==> src/rtl/pq_mc.sv <==
// ---------------------------------------------------------------------------
// pq_mc : multi-channel sorted priority queue with ID allocation and eviction
// Revision: 1.0
// ---------------------------------------------------------------------------
`default_nettype none

module pq_mc #(
  parameter  int DEPTH     = 16,
  parameter  int NUM_CH    = 4,
  parameter  int KW        = 8,
  parameter  int DW        = 16,
  parameter  int MIN_FIRST = 1,
  parameter  int EVICT     = 1,
  localparam int IDW       = $clog2(DEPTH),
  localparam int CW        = (NUM_CH > 1) ? $clog2(NUM_CH) : 1,
  localparam int CNTW      = $clog2(DEPTH + 1)
) (
  input  logic              clk_i,
  input  logic              rst_i,
  input  logic              push_i,
  input  logic [CW-1:0]     push_ch_i,
  input  logic [KW-1:0]     push_key_i,
  input  logic [DW-1:0]     push_data_i,
  output logic              push_rdy_o,
  output logic [IDW-1:0]    push_id_o,
  input  logic              pop_i,
  input  logic [CW-1:0]     pop_ch_i,
  output logic              pop_rdy_o,
  output logic [KW-1:0]     pop_key_o,
  output logic [DW-1:0]     pop_data_o,
  output logic [IDW-1:0]    pop_id_o,
  input  logic              drop_i,
  input  logic [IDW-1:0]    drop_id_i,
  output logic              drop_rdy_o,
  output logic              drop_hit_o,
  output logic [NUM_CH-1:0] ch_nonempty_o,
  output logic [CNTW-1:0]   cnt_o,
  output logic              full_o,
  output logic              empty_o,
  output logic              ovf_o,
  output logic [KW-1:0]     ovf_key_o,
  output logic [DW-1:0]     ovf_data_o,
  output logic [IDW-1:0]    ovf_id_o
);

  localparam logic [CNTW-1:0] C_FULL = CNTW'(DEPTH);
  localparam logic [CNTW-1:0] C_ONE  = CNTW'(1);

  function automatic logic f_better(input logic [KW-1:0] a, input logic [KW-1:0] b);
    return (MIN_FIRST != 0) ? (a < b) : (a > b);
  endfunction

  logic [CW-1:0]   ch_q   [DEPTH];
  logic [CW-1:0]   ch_d   [DEPTH];
  logic [KW-1:0]   key_q  [DEPTH];
  logic [KW-1:0]   key_d  [DEPTH];
  logic [DW-1:0]   data_q [DEPTH];
  logic [DW-1:0]   data_d [DEPTH];
  logic [IDW-1:0]  id_q   [DEPTH];
  logic [IDW-1:0]  id_d   [DEPTH];
  logic [DEPTH-1:0] used_q, used_d;
  logic [CNTW-1:0] cnt_q, cnt_d;
  logic            ovf_q, ovf_d;
  logic [KW-1:0]   ovf_key_q, ovf_key_d;
  logic [DW-1:0]   ovf_data_q, ovf_data_d;
  logic [IDW-1:0]  ovf_id_q, ovf_id_d;

  logic [DEPTH-1:0]   w_valid;
  logic [2**CW-1:0]   w_ne_all;
  logic               w_pop_hit;
  logic [IDW-1:0]     w_pop_idx;
  logic [IDW-1:0]     w_drop_idx;
  logic [IDW-1:0]     w_ins_pos;
  logic [IDW-1:0]     w_free_id;
  logic               w_full;
  logic               w_evict_ok;
  logic               w_rm;
  logic [IDW-1:0]     w_rm_idx;

  // Valid entries are packed at the low end, so occupancy follows from the count.
  always_comb begin
    w_valid    = '0;
    w_ne_all   = '0;
    w_pop_hit  = 1'b0;
    w_pop_idx  = '0;
    drop_hit_o = 1'b0;
    w_drop_idx = '0;
    w_ins_pos  = cnt_q[IDW-1:0];
    w_free_id  = '0;
    for (int i = DEPTH - 1; i >= 0; i--) begin
      w_valid[i] = (i < int'(cnt_q));
      if (w_valid[i]) begin
        w_ne_all[ch_q[i]] = 1'b1;
        if (ch_q[i] == pop_ch_i) begin
          w_pop_hit = 1'b1;
          w_pop_idx = IDW'(i);
        end
        if (id_q[i] == drop_id_i) begin
          drop_hit_o = 1'b1;
          w_drop_idx = IDW'(i);
        end
        if (f_better(push_key_i, key_q[i])) w_ins_pos = IDW'(i);
      end
      if (!used_q[i]) w_free_id = IDW'(i);
    end
  end

  assign w_full        = (cnt_q == C_FULL);
  assign w_evict_ok    = (EVICT != 0) && f_better(push_key_i, key_q[DEPTH-1]);
  assign push_rdy_o    = ~drop_i & ~pop_i & (~w_full | w_evict_ok);
  assign push_id_o     = (w_full && (EVICT != 0)) ? id_q[DEPTH-1] : w_free_id;
  assign pop_rdy_o     = ~drop_i & w_ne_all[pop_ch_i];
  assign pop_key_o     = w_pop_hit ? key_q[w_pop_idx]  : '0;
  assign pop_data_o    = w_pop_hit ? data_q[w_pop_idx] : '0;
  assign pop_id_o      = w_pop_hit ? id_q[w_pop_idx]   : '0;
  assign drop_rdy_o    = 1'b1;
  assign ch_nonempty_o = w_ne_all[NUM_CH-1:0];
  assign cnt_o         = cnt_q;
  assign full_o        = w_full;
  assign empty_o       = (cnt_q == '0);
  assign ovf_o         = ovf_q;
  assign ovf_key_o     = ovf_key_q;
  assign ovf_data_o    = ovf_data_q;
  assign ovf_id_o      = ovf_id_q;

  always_comb begin
    ch_d       = ch_q;
    key_d      = key_q;
    data_d     = data_q;
    id_d       = id_q;
    used_d     = used_q;
    cnt_d      = cnt_q;
    ovf_d      = 1'b0;
    ovf_key_d  = ovf_key_q;
    ovf_data_d = ovf_data_q;
    ovf_id_d   = ovf_id_q;
    w_rm       = 1'b0;
    w_rm_idx   = '0;
    if (drop_i) begin
      w_rm     = drop_hit_o;
      w_rm_idx = w_drop_idx;
    end else if (pop_i && pop_rdy_o) begin
      w_rm     = 1'b1;
      w_rm_idx = w_pop_idx;
    end
    if (w_rm) begin
      for (int i = 0; i < DEPTH - 1; i++) begin
        if (i >= int'(w_rm_idx)) begin
          ch_d[i]   = ch_q[i+1];
          key_d[i]  = key_q[i+1];
          data_d[i] = data_q[i+1];
          id_d[i]   = id_q[i+1];
        end
      end
      used_d[id_q[w_rm_idx]] = 1'b0;
      cnt_d = cnt_q - C_ONE;
    end else if (push_i && push_rdy_o) begin
      // When full the tail entry falls off the end of the shift; its ID is reused.
      if (w_full) begin
        ovf_d      = 1'b1;
        ovf_key_d  = key_q[DEPTH-1];
        ovf_data_d = data_q[DEPTH-1];
        ovf_id_d   = id_q[DEPTH-1];
      end else begin
        used_d[w_free_id] = 1'b1;
        cnt_d = cnt_q + C_ONE;
      end
      for (int i = DEPTH - 1; i > 0; i--) begin
        if (i > int'(w_ins_pos)) begin
          ch_d[i]   = ch_q[i-1];
          key_d[i]  = key_q[i-1];
          data_d[i] = data_q[i-1];
          id_d[i]   = id_q[i-1];
        end
      end
      ch_d[w_ins_pos]   = push_ch_i;
      key_d[w_ins_pos]  = push_key_i;
      data_d[w_ins_pos] = push_data_i;
      id_d[w_ins_pos]   = push_id_o;
    end
  end

  always_ff @(posedge clk_i or posedge rst_i) begin
    if (rst_i) begin
      for (int i = 0; i < DEPTH; i++) begin
        ch_q[i]   <= '0;
        key_q[i]  <= '0;
        data_q[i] <= '0;
        id_q[i]   <= '0;
      end
      used_q     <= '0;
      cnt_q      <= '0;
      ovf_q      <= 1'b0;
      ovf_key_q  <= '0;
      ovf_data_q <= '0;
      ovf_id_q   <= '0;
    end else begin
      for (int i = 0; i < DEPTH; i++) begin
        ch_q[i]   <= ch_d[i];
        key_q[i]  <= key_d[i];
        data_q[i] <= data_d[i];
        id_q[i]   <= id_d[i];
      end
      used_q     <= used_d;
      cnt_q      <= cnt_d;
      ovf_q      <= ovf_d;
      ovf_key_q  <= ovf_key_d;
      ovf_data_q <= ovf_data_d;
      ovf_id_q   <= ovf_id_d;
    end
  end

endmodule

`default_nettype wire

==> config.mk <==
export PLATFORM = sky130hd
export DESIGN_NAME = pq_mc
export DESIGN_NICKNAME = d
export VERILOG_FILES = /design/src/rtl/pq_mc.sv
export SDC_FILE = /design/constraint.sdc
export NUM_CORES = 2
export LEC_CHECK = 0
export CELL_PAD_IN_SITES_DETAIL_PLACEMENT = 2
export CELL_PAD_IN_SITES_GLOBAL_PLACEMENT = 2
export CORE_MARGIN = 4
export CORE_UTILIZATION = 35
export CTS_BUF_LIST = sky130_fd_sc_hd__clkbuf_8
export CTS_CLUSTER_DIAMETER = 40
export DETAILED_ROUTE_END_ITERATION = 8
export GPL_TIMING_DRIVEN = 0
export PLACE_DENSITY_LB_ADDON = 0.1
export SKIP_CTS_REPAIR_TIMING = 1
export SYNTH_ARGS = -nofsm -noshare
export SYNTH_HDL_FRONTEND = slang
export SYNTH_SLANG_ARGS = --single-unit
export TNS_END_PERCENT = 30
==> constraint.sdc <==
create_clock -name clk_i -period 17.04 [get_ports clk_i]
set_input_delay 2.556 -clock clk_i [delete_from_list [all_inputs] [get_ports clk_i]]
set_output_delay 2.556 -clock clk_i [all_outputs]
set_load 0.02 [all_outputs]
[Yosys cells after proc, flatten, opt, wreduce, memory -nomap -nowiden]
Cells that the tools add are included.
Operators by class
  $add $sub $neg: 2
  reduce and logical (&&, ||, !) cells: 41
  $lt $le $gt $ge: 103
  eq/ne operators: 49
  bitwise operators: 29
  multiplexer cells: 519
Operators with widths (count)
  $mux W16: 67
  $mux W4: 197
  $mux W8: 64
  $bwmux W256: 1
  $mux W256: 1
  $mux W240: 1
  $bwmux W128: 1
  $lt A8 B8 Y1: 16
  $mux W128: 1
  $mux W2: 61
  $mux W120: 1
  $mux W1: 88
  $bmux W16 S4: 1
  $bwmux W64: 1
  $demux W16 S4: 1
  $eq A4 B4 Y1: 16
  $mux W64: 1
  $mux W60: 1
  $or A4 B4 Y4: 15
  $lt A2 B3 Y1 const B: 17
  $lt A4 B5 Y1 const A: 8
  $reduce_and A2 Y1: 17
  $bmux W4 S4: 2
  $bmux W8 S4: 1
  42 further kinds: 163
Storage, ports and cells
  input bits: 37
  bits in registers: 530
  output and inout port bits: 76

[Longest topological paths before layout]
  word-level depth: 52
  gate-level depth with buffers: 20
  mapped depth without buffers: 14

[Worst setup path before layout]
No wires, ideal clock.
  path type: input-to-output
  start point: input port pop_ch_i[0]
  end point: output port pop_id_o[1]
  slack: 8.777 ns
  stages on the path: 14
  arrival: 5.707 ns
  cell sequence: clkbuf_1 xnor2_1 a21oi_1 o2111a_1 a22o_1 a31o_2 clkbuf_1 clkbuf_1 clkbuf_1 clkbuf_1 nand2_1 a311oi_1 a211oi_1 nor3b_1
On the way
  cells in the longest elaborated chain, start to end: 38
  elaborated cells between the ends (all ways): 85
Ends and longest elaborated chain
  start, declared: line 27  | input logic [CW-1:0] pop_ch_i,
  $eq A2 B2 Y1: line 94  | if (ch_q[i] == pop_ch_i) begin
  $mux W4: line 94
  $mux W4: line 92  | if (w_valid[i]) begin
  $mux W4: line 94
  $mux W4: line 92
  $mux W4: line 94
  $mux W4: line 92
  $mux W4: line 94
  [... 21 more ...]
  $mux W4: line 94
  $mux W4: line 92
  $mux W4: line 94
  $mux W4: line 92
  $not A4 Y5 (implied by the code): line 115  | assign pop_id_o = w_pop_hit ? id_q[w_pop_idx] : '0;
  $bmux W4 S4: line 115
  $mux W4 (implied by the code) (2 in a row): line 115
  $mux W4 (*): line 115
  end, declared: line 31  | output logic [IDW-1:0] pop_id_o,
Mark *: on every way between the ends. The rest lies on a longest branch, timed or not. The select of a mux whose other input is x is not followed.

[Worst setup path in the final report]
  start point: input port pop_ch_i[1]
  end point: output port pop_id_o[1]
The elaborated chain is that of the path after synthesis.

==> out/results.txt <==
GRT Total Usage - 0.413
syn_area_per_cell - 7.98 µm²
WL final - 236000 µm
DIE AREA - 112000 µm²
TritonCTS clock tree - done
routed vias - 42895
Fill cells - 12096
top post-synthesis cells by area - dfrtp_1 36%, nand2_1 7.6%, nor2_1 5.6%
DRC - 1
top cell type's share of synthesized area - 0.356
register area share after synthesis - 0.356
die height - 334 µm
worst-path maximum fanout - 10
largest area contributor in the netlist - dfrtp_1
post-synthesis mux area share - 0.0470
status - finished, violations left
IO Port Bufs - 92
crit share post-route - 0.708
layout cells sized above 1 - 0.0825
xor and xnor area share after synthesis - 0.0228
Clk Latency, worst-skew pair - 880 ps
pre-CTS WS - 5330 ps
post-route design area - 43400 µm²
largest family of logic cells by synthesized area - compound AO/OA/AOI/OAI gates
yosys warns - 0
Setup crit end kind - output port
kind of critical path - input port to output port
HP Class - flip-flop to flip-flop
Final WS setup - 4980 ps
initial antenna violation count - 10
Synth Flop Type - dfrtp_1
failing checks - design-rule violations, max-capacitance violations, max-slew violations
setup TNS - 0 ps
Inserted Clock Buffers - 131
Clock transition at path regs - 60 ps
total global routing overflow - 0
post-synthesis cell area - 37300 µm²
largest net degree at the start of global routing - 40
CTS sink count - 530
Post-Synth Simple-Gate Area - 0.186
R2R cell count - 15
Root Buffer - clkbuf_8
Clock Tree Buf Depth - 3
Synth async-reset ratio - 1.00
wire length per cell - 36.8 µm
fmax - 0.0829 GHz
synth unique cells - 95
Post-DRT Antenna Nets - 0
actual slew at the worst max-slew pin - 1650 ps
Final Setup Violations - 0
Final min period - 12060 ps
Die X - 334 µm
Max Cap Viol - 1
vias per inst - 6.69
area grow syn2layout - 16.5%
Iteration-0 DRC Markers - 5292
RSZ-0062 raised after global routing - no
via count of the first global-routing pass - 44344
Critical Path Source Type - input port
cells after synthesis - 4667
Max Clock Skew - 58.1 ps
dpl cells - 6174
Nets - 5070
WHS Path Cells - 2
Synth Area in Compound Gates - 0.283
number of synthesized flops with an enable pin - 0
H-tree Lvls - 4
post-synthesis adder-cell area fraction - 0.0386
I/O pin total - 113
Post-DP HPWL - 187000 µm
slew margin rel. - -0.0983
Yosys reg bits - 530
CP Data Arrival Time - 9510 ps
Final Non-Filler Cells - 6413
Placed Instance Area - 40400 µm²
Initial DRT Pass Iterations - 9
final hold vios - 0
# rows - 119
Slew Viols, Final - 11
first-pass GRT wire length - 333000 µm
syn nets - 4819
Routability Congestion - 1.03
core box area - 105000 µm²
Starting Density - 0.353
Worst EP required - 14480 ps
final timing paths:
path / from / to / slack (ps)
worst max-delay path: pop_ch_i[1] / pop_id_o[1] / 4980
worst min-delay path: ovf_key_o[4] / ovf_key_o[4] / 490
worst max register to register: cnt_o[4] / key_q[106] / 9510
worst min register to register: ovf_key_o[4] / ovf_key_o[4] / 490
max in group asynchronous: rst_i / data_q[179] / 12830
min in group asynchronous: rst_i / key_q[29] / 2220
worst max-delay path, cell delays in order:
cell and delay, ps:
clkbuf_1 510, xnor2_1 180, a21oi_1 190, o2111a_1 270, a22o_1 180, a31o_2 200
clkbuf_1 960, clkbuf_1 990, clkbuf_1 700, clkbuf_1 650, nand2_1 170, a311oi_1 500
a211oi_1 110, nor3b_1 570, clkdlybuf4s50_1 720
sequential cells by signal, indices dropped and copies added (netlist names):
name / count
data_q: 256
key_q: 128
id_q: 64
ch_q: 32
ovf_data_o: 16
used_q: 16
ovf_key_o: 8
cnt_o: 5
ovf_id_o: 4
ovf_o: 1
cell usage after synthesis (60+ instances only):
cell and instances:
a211oi_1 98, a21oi_1 333, a222oi_1 173, a22oi_1 121, a31oi_1 162, and2_1 85, buf_2 76, clkbuf_1 347
dfrtp_1 530, ha_1 115, inv_1 142, mux2i_1 75, nand2_1 750, nand4_1 60, nor2_1 554, o21ai_0 276
xnor2_1 66
metrics by stage:
step | util | hold WS [ps]
2_1_floorplan | - | 472
3_3_place_gp | 0.379 | 463
3_5_place_dp | 0.383 | 476
4_1_cts | 0.411 | 488
5_1_grt | 0.412 | 532
6_report | 0.412 | 486
cell type report:
type / instances / area, µm² / share of cell area
clock inverter: 75 / 811 / 0.0187
timing repair buffer: 118 / 1360 / 0.0314
buffer: 478 / 1960 / 0.0451
sequential: 530 / 13300 / 0.306
antenna: 6 / 15.0 / 0.000346
inverter: 142 / 537 / 0.0124
multi-input combinational: 3517 / 21600 / 0.497
tap: 1391 / 1740 / 0.0401
clock buffer: 156 / 2150 / 0.0495
metal layers:
layer  wire [µm]  GRT usage  vias to the layer above
li1            -          -                    17582
met3       18100     0.0779                      701
met2      103000      0.632                     2310
met5          56          0                        -
met4       22400      0.319                        8
met1       93100      0.514                    22294
logic make-up (layout without fill, tap and decap cells):
group	Yosys count	after routing
compound gates	1531	1531
xor+xnor	97	97
fa+ha+maj	115	115
buf+inv	620	969
flops	530	530
mux	144	144
other cells	1	7
simple gates	1629	1629
placed cells by master (no fill, tap or decap), types with 115 or more instances in the layout:
cell | netlist | final
nand2_1 | 750 | 750
nor2_1 | 554 | 554
dfrtp_1 | 530 | 530
clkbuf_1 | 347 | 345
a21oi_1 | 333 | 333
o21ai_0 | 276 | 274
a222oi_1 | 173 | 173
inv_1 | 142 | 162
a31oi_1 | 162 | 161
clkbuf_8 | 0 | 156
a22oi_1 | 121 | 121
ha_1 | 115 | 115
Power is not shown: default switching activity piles up to over one toggle a cycle in this logic, so the estimate is an artifact.
